[src/rtl/mt_fetch_pkg.sv]
// rtl/mt_fetch_pkg.sv - shared constants and types for the multithreaded fetch unit
package mt_fetch_pkg;

    // Upper bound on hardware thread contexts a fetch unit may be built with.
    localparam int MAX_THREADS = 8;

    // Thread id wide enough for the largest supported configuration.
    localparam int TID_W = $clog2(MAX_THREADS);
    typedef logic [TID_W-1:0] tid_t;

    // Sequential fetch advances by one 32-bit instruction.
    localparam int PC_INC = 4;

endpackage

[src/rtl/mt_fetch_unit_rr_arbiter.sv]
// rtl/mt_fetch_unit_rr_arbiter.sv - combinational round-robin thread picker
module rr_thread_arbiter #(
    parameter int N  = 2,
    parameter int TW = 1
) (
    input  logic [N-1:0]  mask,
    input  logic [TW-1:0] last_grant,
    output logic [TW-1:0] next_grant,
    output logic          any_valid
);

    logic [TW-1:0] cand;

    // Scan last+1, last+2, ... wrapping, with last itself checked at the end;
    // with nothing enabled the previous grant is kept.
    always_comb begin
        next_grant = last_grant;
        any_valid  = 1'b0;
        cand       = '0;
        for (int i = 1; i <= N; i++) begin
            // N is a power of two, so truncating to TW bits is the wrap.
            cand = (N == 1) ? '0 : TW'(int'(last_grant) + i);
            if (!any_valid && mask[cand]) begin
                next_grant = cand;
                any_valid  = 1'b1;
            end
        end
    end

endmodule

[src/rtl/mt_fetch_unit.sv]
// rtl/mt_fetch_unit.sv - per-thread PC file with round-robin fetch selection (MT_FETCH_PERF_EN adds fetch counters)
module mt_fetch_unit
    import mt_fetch_pkg::*;
#(
    parameter int          NUM_THREADS  = 2,
    parameter int          ADDR_WIDTH   = 26,
    parameter int unsigned RESET_PC     = 0,
    parameter int unsigned RESET_STRIDE = 0,
    localparam int         TW           = (NUM_THREADS > 1) ? $clog2(NUM_THREADS) : 1
) (
    input  logic                   clk,
    input  logic                   rst_n,
    input  logic                   i_stall,
    input  logic [NUM_THREADS-1:0] i_thread_en,
    input  logic                   i_redirect_valid,
    input  logic [TW-1:0]          i_redirect_tid,
    input  logic [ADDR_WIDTH-1:0]  i_redirect_pc,
    input  logic                   i_pred_valid,
    input  logic                   i_pred_taken,
    input  logic [ADDR_WIDTH-1:0]  i_pred_target,
    output logic                   o_valid,
    output logic [ADDR_WIDTH-1:0]  o_pc_current,
    output logic [TW-1:0]          o_tid_current,
    output logic [ADDR_WIDTH-1:0]  o_pc_next,
    output logic [TW-1:0]          o_tid_next
`ifdef MT_FETCH_PERF_EN
    ,
    output logic [NUM_THREADS*32-1:0] o_fetch_cnt
`endif
);

    logic [ADDR_WIDTH-1:0] pc_q [NUM_THREADS];
    logic [ADDR_WIDTH-1:0] pc_d [NUM_THREADS];
    logic [TW-1:0]         tid_q;
    logic [TW-1:0]         tid_d;
    logic                  valid_q;
    logic                  valid_d;
    logic [TW-1:0]         rr_grant;
    logic                  rr_any;

    rr_thread_arbiter #(
        .N  (NUM_THREADS),
        .TW (TW)
    ) u_rr_thread_arbiter (
        .mask       (i_thread_en),
        .last_grant (tid_q),
        .next_grant (rr_grant),
        .any_valid  (rr_any)
    );

    // Post-update PC of every thread: redirect wins, then prediction and
    // sequential advance for the current thread only; stall freezes all.
    always_comb begin
        for (int t = 0; t < NUM_THREADS; t++) begin
            pc_d[t] = pc_q[t];
            if (!i_stall) begin
                if (i_redirect_valid && (i_redirect_tid == TW'(t))) begin
                    pc_d[t] = i_redirect_pc;
                end else if (tid_q == TW'(t)) begin
                    if (i_pred_valid && i_pred_taken) begin
                        pc_d[t] = i_pred_target;
                    end else if (valid_q) begin
                        pc_d[t] = pc_q[t] + ADDR_WIDTH'(PC_INC);
                    end
                end
            end
        end
    end

    // Next thread selection; an idle mask keeps the current thread but drops valid.
    always_comb begin
        tid_d   = i_stall ? tid_q   : rr_grant;
        valid_d = i_stall ? valid_q : rr_any;
    end

    assign o_valid       = valid_q;
    assign o_tid_current = tid_q;
    assign o_pc_current  = pc_q[tid_q];
    assign o_tid_next    = tid_d;
    assign o_pc_next     = pc_d[tid_d];

    // PC file and fetch slot registers; reset overrides every other request.
    always_ff @(posedge clk) begin
        if (!rst_n) begin
            for (int t = 0; t < NUM_THREADS; t++) begin
                pc_q[t] <= ADDR_WIDTH'(RESET_PC + RESET_STRIDE * unsigned'(t));
            end
            tid_q   <= '0;
            valid_q <= 1'b1;
        end else begin
            for (int t = 0; t < NUM_THREADS; t++) begin
                pc_q[t] <= pc_d[t];
            end
            tid_q   <= tid_d;
            valid_q <= valid_d;
        end
    end

`ifdef MT_FETCH_PERF_EN
    logic [31:0] fetch_cnt_q [NUM_THREADS];

    // Count real, unstalled fetches per thread; wraps naturally at 2^32.
    always_ff @(posedge clk) begin
        if (!rst_n) begin
            for (int t = 0; t < NUM_THREADS; t++) begin
                fetch_cnt_q[t] <= '0;
            end
        end else if (valid_q && !i_stall) begin
            fetch_cnt_q[tid_q] <= fetch_cnt_q[tid_q] + 32'd1;
        end
    end

    // Flatten the counters onto the output bus, thread 0 in the low word.
    always_comb begin
        o_fetch_cnt = '0;
        for (int t = 0; t < NUM_THREADS; t++) begin
            o_fetch_cnt[t*32 +: 32] = fetch_cnt_q[t];
        end
    end
`endif

endmodule

[config.mk]
export PLATFORM = sky130hd
export DESIGN_NAME = mt_fetch_unit
export DESIGN_NICKNAME = d
export VERILOG_FILES = /design/src/rtl/mt_fetch_pkg.sv /design/src/rtl/mt_fetch_unit_rr_arbiter.sv /design/src/rtl/mt_fetch_unit.sv
export SDC_FILE = /design/constraint.sdc
export NUM_CORES = 1
export LEC_CHECK = 0
export CORE_UTILIZATION = 44
export DETAILED_ROUTE_END_ITERATION = 10
export DONT_BUFFER_PORTS = 1
export GPL_TIMING_DRIVEN = 0
export HOLD_SLACK_MARGIN = 0.05
export PLACE_DENSITY = 0.59
export REMOVE_ABC_BUFFERS = 1
export SLEW_MARGIN = 5
export SYNTH_ARGS = -nofsm -noshare
export SYNTH_HDL_FRONTEND = slang
export SYNTH_SLANG_ARGS = --single-unit
[constraint.sdc]
create_clock -name clk -period 2.26 [get_ports clk]
set_input_delay 0.339 -clock clk [delete_from_list [all_inputs] [get_ports clk]]
set_output_delay 0.339 -clock clk [all_outputs]
set_load 0.02 [all_outputs]
After elaboration in Yosys (flattened, before gate mapping):

Memory sizes are Yosys's and may differ from the RTL's. A register that Yosys moved wholly into a read port is not among the register bits.
Index checks and enable logic that the tools add are counted.

* flip-flop bits (word level): 2
* bits in writable memories: 52
* input port bits: 61
* output and inout port bits: 55
* memories: 1

Memories
* pc_q: words 2, bits a word 26, read ports 3, clocked after memory_dff 1, write ports 2, line mt_fetch_unit.sv:32 `logic [ADDR_WIDTH-1:0] pc_q [NUM_THREADS];`

* add/subtract/negate cells: 4
* order comparisons: 3
* muxes and demuxes: 27
* bitwise gates (word level): 4
* reduce and logical (&&, ||, !) cells: 5

Operators with widths (number)
* $mux W26: 15
* $add A26 B3 Y26 const B: 2
* $mux W1: 12
* $logic_and A1 B1 Y1: 4
* $lt A1 B2 Y1 const B: 2
* $add A1 B1 Y1 const B: 2
* $ge A2 B2 Y1 const B: 1
* $not A1 Y2: 1
* $or A1 B1 Y1: 2
* $logic_not A1 Y1: 1
* $not A1 Y1: 1

Longest topological paths before layout:

Gate-level depths: netlist (run 1).

* depth after elaboration: 12
* depth in mapped cells: 9

By module:

From an unflattened synthesis (run 1), not the netlist that was laid out.

* cells, all modules: 790
* area, all modules: 5322.6 um^2

Modules (own cells, without submodules)
* mt_fetch_unit: instances 1, cells an instance 787, area an instance 5307.6 um^2
* rr_thread_arbiter: instances 1, cells an instance 3, area an instance 15.0 um^2

Worst setup path before layout (run 1):

No wires, ideal clock.

* path kind: reg2out
* from: register valid_q (netlist: o_valid)
* to: output o_pc_next[15]
* arrival: 2276 ps
* path slack: -355 ps
* cell stages (with the launch flop): 7
* path buffers: 1
* cell sequence: dfxtp_1 -> buf_2 -> nand4_2 -> or2_1 -> or4_1 -> o311a_1 -> mux2i_1

* longest elaborated chain between the ends: 8
* elaborated cells between the ends (all ways): 13

Ends and longest elaborated chain
* start: declaration: line mt_fetch_unit.sv:36 `logic valid_q;`
* start signal: assignment: line mt_fetch_unit.sv:95 `valid_q <= valid_d;`
* $mux W26: line mt_fetch_unit.sv:62 `end else if (valid_q) begin`
* $mux W26: line mt_fetch_unit.sv:60 `if (i_pred_valid && i_pred_taken) begin`
* $mux W26: line mt_fetch_unit.sv:59 `end else if (tid_q == TW'(t)) begin`
* $mux W26: line mt_fetch_unit.sv:57 `if (i_redirect_valid && (i_redirect_tid == TW'(t))) begin`
* $mux W26: line mt_fetch_unit.sv:56 `if (!i_stall) begin`
* $mux W26 (implied by the code) (*) (3 in a row): line mt_fetch_unit.sv:80 `assign o_pc_next = pc_d[tid_d];`
* end: declaration: line mt_fetch_unit.sv:24 `output logic [ADDR_WIDTH-1:0] o_pc_next,`

Every way passes the cells marked *; elsewhere a longest branch is shown, timed or not. The select of a mux whose other input is x is not followed.

Worst setup path after layout (run 1):

* from: register tid_q (netlist: o_tid_current)
* to: output o_pc_next[10]

* longest elaborated chain between the ends: 12
* elaborated cells between the ends (all ways): 22

Ends and longest elaborated chain
* start: declaration: line mt_fetch_unit.sv:34 `logic [TW-1:0] tid_q;`
* start signal: assignment: line mt_fetch_unit.sv:94 `tid_q <= tid_d;`
* $add A1 B1 Y1: line mt_fetch_unit_rr_arbiter.sv:22 `cand = (N == 1) ? '0 : TW'(int'(last_grant) + i);`
* $mux W1 (implied by the code) (2 in a row): line mt_fetch_unit_rr_arbiter.sv:23 `if (!any_valid && mask[cand]) begin`
* $mux W1: line mt_fetch_unit_rr_arbiter.sv:23
* $logic_not A1 Y1: line mt_fetch_unit_rr_arbiter.sv:23
* $logic_and A1 B1 Y1: line mt_fetch_unit_rr_arbiter.sv:23
* $mux W1: line mt_fetch_unit_rr_arbiter.sv:23
* $mux W1 (*): line mt_fetch_unit.sv:72 `tid_d = i_stall ? tid_q : rr_grant;`
* via o_tid_next: line mt_fetch_unit.sv:25 `output logic [TW-1:0] o_tid_next`
* $not A1 Y2 (implied by the code) (*): line mt_fetch_unit.sv:80
* $mux W26 (implied by the code) (*) (3 in a row): line mt_fetch_unit.sv:80

The timed path passes the listed nets; every way through them passes the cells marked *. The select of a mux whose other input is x is not followed.

==> impl_metrics.toml, run 1 <==
[clocking]
clk_pin_slew_ns = 0.08
htreeDepth = 2
clk_latency_ns = 0.32
cts-root-buf = "clkbuf_16"
cts_buffers = 5
tritoncts = "done"
clk_path_buf_depth = 2
clkSinkCount = 55

[setup_path]
path_class = "register to output pin"
path_max_fanout = 8
critPathArrivalTime_ns = 2.50
cp.required_ns = 1.92
worst_setup_path_end_kind = "output pin"
r2r_setup_slack_ns = -0.14
worstRegToRegCells = 12
cp-start-kind = "register"
rr_endpoint = "pc_q[0][12]"
r2r_start = "o_valid"

[pwr]
p_int_w = 0.00197
power_w = 0.00328
power_switching_w = 0.00131
p_leak_nw = 2.78
power.density_mw_per_mm2 = 444
seqPwrFrac_pct = 35.4
peakVddDrop_uv = 295
clockPowerShare_pct = 25.2
combPwrFrac_pct = 39.4
switching_share_pct = 39.9

[timing]
fmax_mhz = 352
setup_viol = 27
tns_ns = -10.40
slew_headroom_pct = 37.6
fin_crit_ns = 2.84
drv_slew = 0
tightest_slew_ns = 0.936
finalClockSkew_ns = 0.0136
rsz0062_at_grt = "yes"
hold_viol = 0
period_share_pct = 126
worst_slack_ns = -0.580

[yosys]
ys_seq_area_share_pct = 20.7
synthesis.area_mm2 = 0.00531
yosysWarnings = 0
ys_types = 73
netlist.area_leader.share_pct = 20.7
synth_edf_count = 0
synth_area_per_cell_um2 = 6.72
synth_cells = 790
synth-seq-cells = 55
synth_area_leaders = "dfxtp_1, nand2_1, nor2_1"
synth_async_sr_flop_share_pct = 0
ys_dominant_reg_cell = "dfxtp_1"
synth_area_leader_cell = "dfxtp_1"

[placement]
port_buffers = 0
dp_hpwl_um = 13600
routabilityCongestion = 0.902
place_inst = 858

[route]
route.detailed.drc = 6
drt-pass1-iter-count = 11
vias = 6886
drt-initial-drc-count = 882
vias_per_cell = 7.14
drt-wirelength-per-cell_um = 25.3
ant_nets = 0
drt_wl_total_um = 24400

[grt]
grt_start_max_net_pins = 89
grt_usage_pct = 37.2
grt_pass1_vias = 6552
grt_pass1_wl_um = 36300
grt_antenna_before_repair = 0
grt_overflow = 0
grt-busiest-layer = "met2"
met2_usage_pct = 58.2
grt_util_met1_pct = 46.5
use_met3_pct = 11.5

[final_layout]
nets = 883
drive_above_1_share_pct = 36.4
layout_commonest_cell = "nand2_1"
stdcell_count = 964
n_antenna_cell = 0
utilization_pct = 63.9
final_cell_mix = "nand2_1, nor2_1, buf_4"
syn2layout_area_growth_pct = 39.2

[floorplan]
die-width_um = 112
initial_core_util_pct = 45.9
io_pins = 116
rows = 39
core_area_mm2 = 0.0116
die-area_mm2 = 0.0125
fp.dieH_um = 112

[hold_path]
hold_path_depth = 1
min_path_type = "primary input to register"
hold_start = "rst_n"
hold_path_end = "o_valid"

[flow_run]
max_cap_violations = 0

[status]
status = "complete, but fails checks"
failed_checks = "DRC, setup timing"
-- critical path, stage by stage, from the launching register on --
cell	delay (ns)
dfxtp_4	0.42
buf_16	0.16
buf_6	0.11
a22oi_2	0.25
clkbuf_16	0.19
clkinvlp_4	0.34
nand3_4	0.31
o221ai_4	0.15
a21oi_4	0.23
-- power by group through the flow --
| stage | Sequential, W | Clock, W | Combinational, W |
|---|---|---|---|
| finish | 0.00116 | 0.000826 | 0.00129 |
| global route | 0.00117 | 0.000866 | 0.00136 |
| CTS | 0.00115 | 0.000826 | 0.00110 |
| detailed placement | 0.00119 | 0 | 0.000827 |
| global placement | 0.00120 | 0 | 0.000786 |
| floorplan | 0.00115 | 0 | 0.000639 |
-- registers in the layout (all words and copies together) (netlist names), named ones only --
register,flops
pc_q,52
o_valid,1
o_tid_current,1
-- logic make-up (layout without fill, tap and decap cells) --
logic type	count (synthesis)	after routing	synth area share, %
compound gates	250	250	31.2
xor+xnor	3	3	0.495
fa+ha+maj	2	2	0.471
buf+inv	92	123	6.93
flops	55	55	20.7
mux	36	36	7.36
simple gates	352	352	32.8
-- Yosys cell counts (all sizes together) (3+ instances only) --
cell type   n
a211o       7
a211oi     11
a21o        4
a21oi      54
a221oi      9
a22oi       9
a2bb2oi     5
a31o        8
a31oi      10
and2       11
and3       13
and4        3
buf        25
clkbuf     54
dfxtp      55
inv        12
mux2       24
mux2i      12
nand2      99
nand2b      9
nand3      41
nand4      24
nor2       88
nor3       30
nor4       12
o211a       5
o211ai      8
o21ai      61
o221ai      6
o22a        3
o22ai      19
o2bb2ai     4
o311a       3
o311ai      3
o31ai       4
or3         8
or4         4
xnor2       3
-- worst max path at each step --
stage | depth (start not counted) | slack (ns) | from | end
finish | 8 | -0.58 | o_tid_current | o_pc_next[10]
detailed placement | 7 | -1.82 | o_tid_current | o_pc_next[18]
floorplan | 6 | -3.16 | o_tid_current | o_pc_next[19]
CTS | 8 | -0.53 | o_tid_current | o_pc_next[10]
global placement | 5 | -6.44 | o_tid_current | o_pc_next[18]
global route | 8 | -0.56 | o_tid_current | o_pc_next[10]
-- cell type report --
cell class                      count  area [µm²]
Clock buffer                        7         133
Inverter                           13        53.8
Fill cell                         953        4180
Sequential cell                    55        1210
Clock inverter                      1        5.00
Timing Repair Buffer              101        1030
Multi-Input combinational cell    643        4770
Tap cell                          143         179
Timing Repair inverter              1        7.51
-- layer usage --
metal  up-vias  wire (µm)  share of wire (%)
met1      3232       9160                 38
met3       101       3320                 14
met4         0       1040                4.3
met2       538      10900                 45
li1       3015          -                  -
met5         -          0                  0
-- stage by stage --
stage,hold slack [ns],setup WS (ns),instance area (µm²)
after detailed placement,0.442,-1.82,5270
after global routing,0.113,-0.562,7390
after floorplan,0.415,-3.16,4990
after global placement,0.424,-6.44,5170
final,0.122,-0.580,7390
after CTS,0.115,-0.530,6770
-- what timing repair did --
action / in CTS / in global routing
buffers inserted: 69 / 32
setup endpoints to repair: 64 / 28
resized for setup: 184 / 94
pin swaps: 51 / 45
hold buffers: 0 / 0
cloned: 3 / 0
Power figures use the tool's default switching activity.
==> inputs of run 2 (changes only) <==
Settings changed: GPL_ROUTABILITY_DRIVEN set to 0.
==> run 2 against run 1 <==
  * Sequential cell count is the same
  * Core utilization shrank 1.5 points
  * Sequential share of layout area grew 0.26 points
  * Die area is the same
  * Non-clock buffer count shrank 13
  * Largest cell class unchanged
  * Highest routed layer unchanged
  * Sequential power is essentially flat
  * Design area shrank 2.4%
  * Clock skew shrank 0.0045 ns
  * Clock-buffer cell count grew 1
  * The run still ends with DRC, setup timing left
  * Routed wire length shrank 0.31%
  * Clock power grew 8.2%
  * Via count grew 0.73%
==> impl_metrics.toml, run 2 (synthesized netlist as in run 1, its figures left out) <==
[status]
status = "complete, but fails checks"
failed_checks = "DRC, setup timing"

[timing]
fin_crit_ns = 2.80
period_share_pct = 124
worst_slack_ns = -0.537
holdWs_ns = 0.112
drv_slew = 0
slew_headroom_pct = 37.2
tightest_slew_ns = 0.942
finalClockSkew_ns = 0.00912
hold_viol = 0
tns_ns = -9.48
fmax_mhz = 358
setup_viol = 27
rsz0062_at_grt = "yes"

[route]
vias_per_cell = 7.29
route.detailed.drc = 6
ant_nets = 0
drt_wl_total_um = 24300
drt-pass1-iter-count = 9
drt-wirelength-per-cell_um = 25.6
drt-initial-drc-count = 1032
vias = 6936

[clocking]
clkSinkCount = 55
tritoncts = "done"
cts-root-buf = "clkbuf_16"
htreeDepth = 2
cts_buffers = 5
clk_pin_slew_ns = 0.08
clk_path_buf_depth = 2
clk_latency_ns = 0.32

[setup_path]
r2r_start = "pc_q[0][3]"
path_class = "register to output pin"
worstRegToRegCells = 7
critPathArrivalTime_ns = 2.46
cp.required_ns = 1.92
rr_endpoint = "pc_q[0][18]"
path_cells = "buf_16 -> buf_6 -> a22oi_2 -> clkbuf_16 -> clkinvlp_4 -> nand3_4 -> o221ai_4 -> a21oi_4"
cp-start-kind = "register"
cp_slowest_cell = "dfxtp_4"
worst_setup_path_end_kind = "output pin"
path_max_fanout = 8
critPathMaxStageDelay_ns = 0.42
r2r_setup_slack_ns = -0.03
startpoint = "o_tid_current"

[final_layout]
syn2layout_area_growth_pct = 35.9
layout_commonest_cell = "nand2_1"
nets = 870
final_cell_mix = "nand2_1, nor2_1, buf_4"
top_register = "pc_q"
nFillCells = 997
drive_above_1_share_pct = 34.8
largest_reg_flops = 52

[floorplan]
die-width_um = 112
fp.dieH_um = 112
io_pins = 116
initial_core_util_pct = 45.9
die-area_mm2 = 0.0125
core_area_mm2 = 0.0116
rows = 39

[hold_path]
hold_start = "rst_n"
hold_path_end = "o_valid"
hold_path_depth = 1
min_path_type = "primary input to register"

[placement]
port_buffers = 0
dpl_worst_slack_ns = -1.84
dp_hpwl_um = 13600

[pwr]
power.density_mw_per_mm2 = 460
p_leak_nw = 2.65
peakVddDrop_uv = 348

[flow_run]
max_cap_violations = 0

[grt]
grt_antenna_before_repair = 1
grt_usage_pct = 37.3
grt_start_max_net_pins = 89
grt_pass1_vias = 6402
grt_pass1_wl_um = 36300
grt_overflow = 0
run 2: timing repair:
item                                    CTS  global route
cloned                                    4             0
gates resized for setup                 181            70
endpoints found under the setup margin   66            27
pin swaps                                39            46
hold buffers                              0             0
buffers inserted                         60            22
run 2: area by class of cell:
class                      instances  area [µm²]  area share (%)
clock buffer                       8         156            2.17
timing repair inverter             1        7.51           0.104
antenna                            1        2.50          0.0347
multi-input combinational        643        4760            66.0
sequential                        55        1200            16.7
tap                              143         179            2.48
timing repair buffer              88         850            11.8
inverter                          13        53.8           0.746
run 2: through the flow:
step / std cells / area (µm²) / util, % / power, W
final: 952 / 7210 / 62.4 / 0.00332
after floorplan: 711 / 4990 / - / 0.00179
after detailed placement: 858 / 5270 / 45.6 / 0.00202
after global placement: 854 / 5170 / 44.7 / 0.00199
after global routing: 952 / 7210 / 62.4 / 0.00341
after CTS: 930 / 6710 / 58.0 / 0.00316
run 2: metal layers:
metal	part of all wire (%)	track usage (%)
met4	4.4	18.7
met5	0	0
met3	14	13.1
met1	37	45.9
met2	45	57.6
run 2: power by group:
group	switching [W]	total [W]	internal, W
logic	0.000754	0.00126	0.000505
registers	0.000137	0.00116	0.00103
clock network	0.000419	0.000894	0.000475
run 2: how the worst max path moves through the flow:
stage	to	slack, ns	cells past startpoint
floorplan	o_pc_next[19]	-3.16	6
global placement	o_pc_next[18]	-6.42	5
detailed placement	o_pc_next[18]	-1.84	7
CTS	o_pc_next[10]	-0.53	8
global route	o_pc_next[10]	-0.56	8
finish	o_pc_next[10]	-0.54	8
run 2: worst max-delay path, delay by kind of cell, from the launching register on:
kind                   cells  cell delay [ns]
AO/OA/AOI/OAI              3             0.59
buffers and inverters      4             0.81
flip-flops                 1             0.42
AND/OR/NAND/NOR            1             0.31
==> inputs of run 3 (changes only) <==
Settings changed: SKIP_CTS_REPAIR_TIMING set to 1.
==> run 3 against run 2 <==
  * The flow still finishes with violations (DRC, setup timing)
  * Worst setup slack lost 0.15 ns
  * Global-route usage shrank 4.6 points
  * Cell count shrank 3.2%
  * Highest routed layer unchanged
  * Largest power group is now sequential cells
  * Largest cell class unchanged
==> impl_metrics.toml, run 3 (synthesized netlist as in run 1, its figures left out) <==
[status]
status = "complete, but fails checks"
failed_checks = "DRC, setup timing"

[floorplan]
fp.dieH_um = 112
core_area_mm2 = 0.0116
die-area_mm2 = 0.0125
io_pins = 116
initial_core_util_pct = 45.9
die-width_um = 112
rows = 39

[setup_path]
critPathTopFamily = "buffers and inverters"
crit_buf_inv = 3
r2r_setup_slack_ns = -0.02
critPathMaxStageDelay_ns = 0.50
worst_setup_path_end_kind = "output pin"
path_max_fanout = 8
cp.required_ns = 1.92
cp-start-kind = "register"
critPathArrivalTime_ns = 2.61
cp_slowest_cell = "dfxtp_4"
path_class = "register to output pin"
worstRegToRegCells = 8
rr_endpoint = "pc_q[0][18]"
r2r_start = "pc_q[0][2]"
path_cells = "buf_16 -> nor2_4 -> a22oi_2 -> clkbuf_16 -> clkinvlp_4 -> nand3_4 -> o221ai_4 -> a21oi_4"

[final_layout]
nets = 841
stdcell_count = 922
top_register = "pc_q"
final_area_mm2 = 0.00668
syn2layout_area_growth_pct = 25.9
largest_reg_flops = 52
nFillCells = 1057
layout_commonest_cell = "nand2_1"
final_cell_mix = "nand2_1, nor2_1, o21ai_0"
n_antenna_cell = 0
drive_above_1_share_pct = 28.8

[timing]
worst_slack_ns = -0.685
slew_headroom_pct = 37.0
setup_viol = 27
tightest_slew_ns = 0.945
fin_crit_ns = 2.95
hold_viol = 0
rsz0062_at_grt = "yes"
drv_slew = 0
fmax_mhz = 340
period_share_pct = 130
finalClockSkew_ns = 0.00907

[placement]
dpl_worst_slack_ns = -1.84
port_buffers = 0
place_inst = 858
postPlaceCellArea_mm2 = 0.00527
dp_hpwl_um = 13600

[route]
drt-initial-drc-count = 956
route.detailed.drc = 6
drt-pass1-iter-count = 11
drt-wirelength-per-cell_um = 24.9
vias = 6722
drt_wl_total_um = 23000
vias_per_cell = 7.29
ant_nets = 0

[clocking]
clk_pin_slew_ns = 0.08
clk_path_buf_depth = 2
cts-root-buf = "clkbuf_16"
clkSinkCount = 55
tritoncts = "done"
cts_buffers = 5
clk_latency_ns = 0.32
htreeDepth = 2

[flow_run]
max_cap_violations = 0

[pwr]
peakVddDrop_uv = 363
p_leak_nw = 2.41
power.density_mw_per_mm2 = 475

[hold_path]
hold_path_end = "o_valid"
min_path_type = "primary input to register"
hold_path_depth = 1
hold_start = "rst_n"

[grt]
grt_pass1_vias = 5611
grt_start_max_net_pins = 89
grt_overflow = 0
grt_pass1_wl_um = 31900
grt_antenna_before_repair = 0
grt_usage_pct = 32.8
run 3: how the worst max path moves through the flow:
stage / start / endpoint / slack [ns] / cells past startpoint
6_report: o_tid_current / o_pc_next[10] / -0.69 / 8
5_1_grt: o_tid_current / o_pc_next[10] / -0.70 / 8
4_1_cts: o_tid_current / o_pc_next[18] / -2.21 / 7
3_5_place_dp: o_tid_current / o_pc_next[18] / -1.84 / 7
3_3_place_gp: o_tid_current / o_pc_next[18] / -6.42 / 5
2_1_floorplan: o_tid_current / o_pc_next[19] / -3.16 / 6
run 3: power breakdown:
group,leakage (nW),switching (W),internal [W],total [W]
Combinational,1.86,0.000685,0.000428,0.00111
Clock,0.0772,0.000410,0.000475,0.000885
Sequential,0.467,0.000143,0.00103,0.00117
Total,2.41,0.00124,0.00193,0.00317
run 3: worst reg2reg max path, stage by stage, from the launching register on:
cell,delay (ns)
dfxtp_4,0.39
ha_4,0.19
nand2_4,0.08
or4_4,0.54
or3_4,0.37
a31oi_4,0.23
buf_6,0.13
a21oi_2,0.04
a31o_1,0.20
run 3: final cells by class:
cell class | count | area (µm²) | share of cell area, %
sequential | 55 | 1170 | 17.6
tap | 143 | 179 | 2.68
clock buffer | 8 | 156 | 2.34
timing repair inverter | 1 | 7.51 | 0.112
inverter | 13 | 56.3 | 0.842
timing repair buffer | 59 | 604 | 9.04
multi-input combinational | 643 | 4510 | 67.4
run 3: metal layers:
metal | routed length [µm] | up-vias | global-route usage (%) | share of wire, %
li1 | - | 2927 | - | -
met1 | 8700 | 3184 | 42.6 | 38
met2 | 10400 | 542 | 50.4 | 45
met3 | 3320 | 69 | 11.1 | 14
met4 | 579 | 0 | 11.5 | 2.5
met5 | 0 | - | 0 | 0
run 3: stage by stage:
step / utilization, % / hold slack (ns) / TNS, ns / total power (W)
2_1_floorplan: - / 0.415 / -99.65 / 0.00179
3_3_place_gp: 44.7 / 0.425 / -238.35 / 0.00199
3_5_place_dp: 45.6 / 0.434 / -48.19 / 0.00202
4_1_cts: 46.9 / 0.107 / -57.38 / 0.00289
5_1_grt: 57.8 / 0.105 / -11.46 / 0.00328
6_report: 57.8 / 0.117 / -9.91 / 0.00317
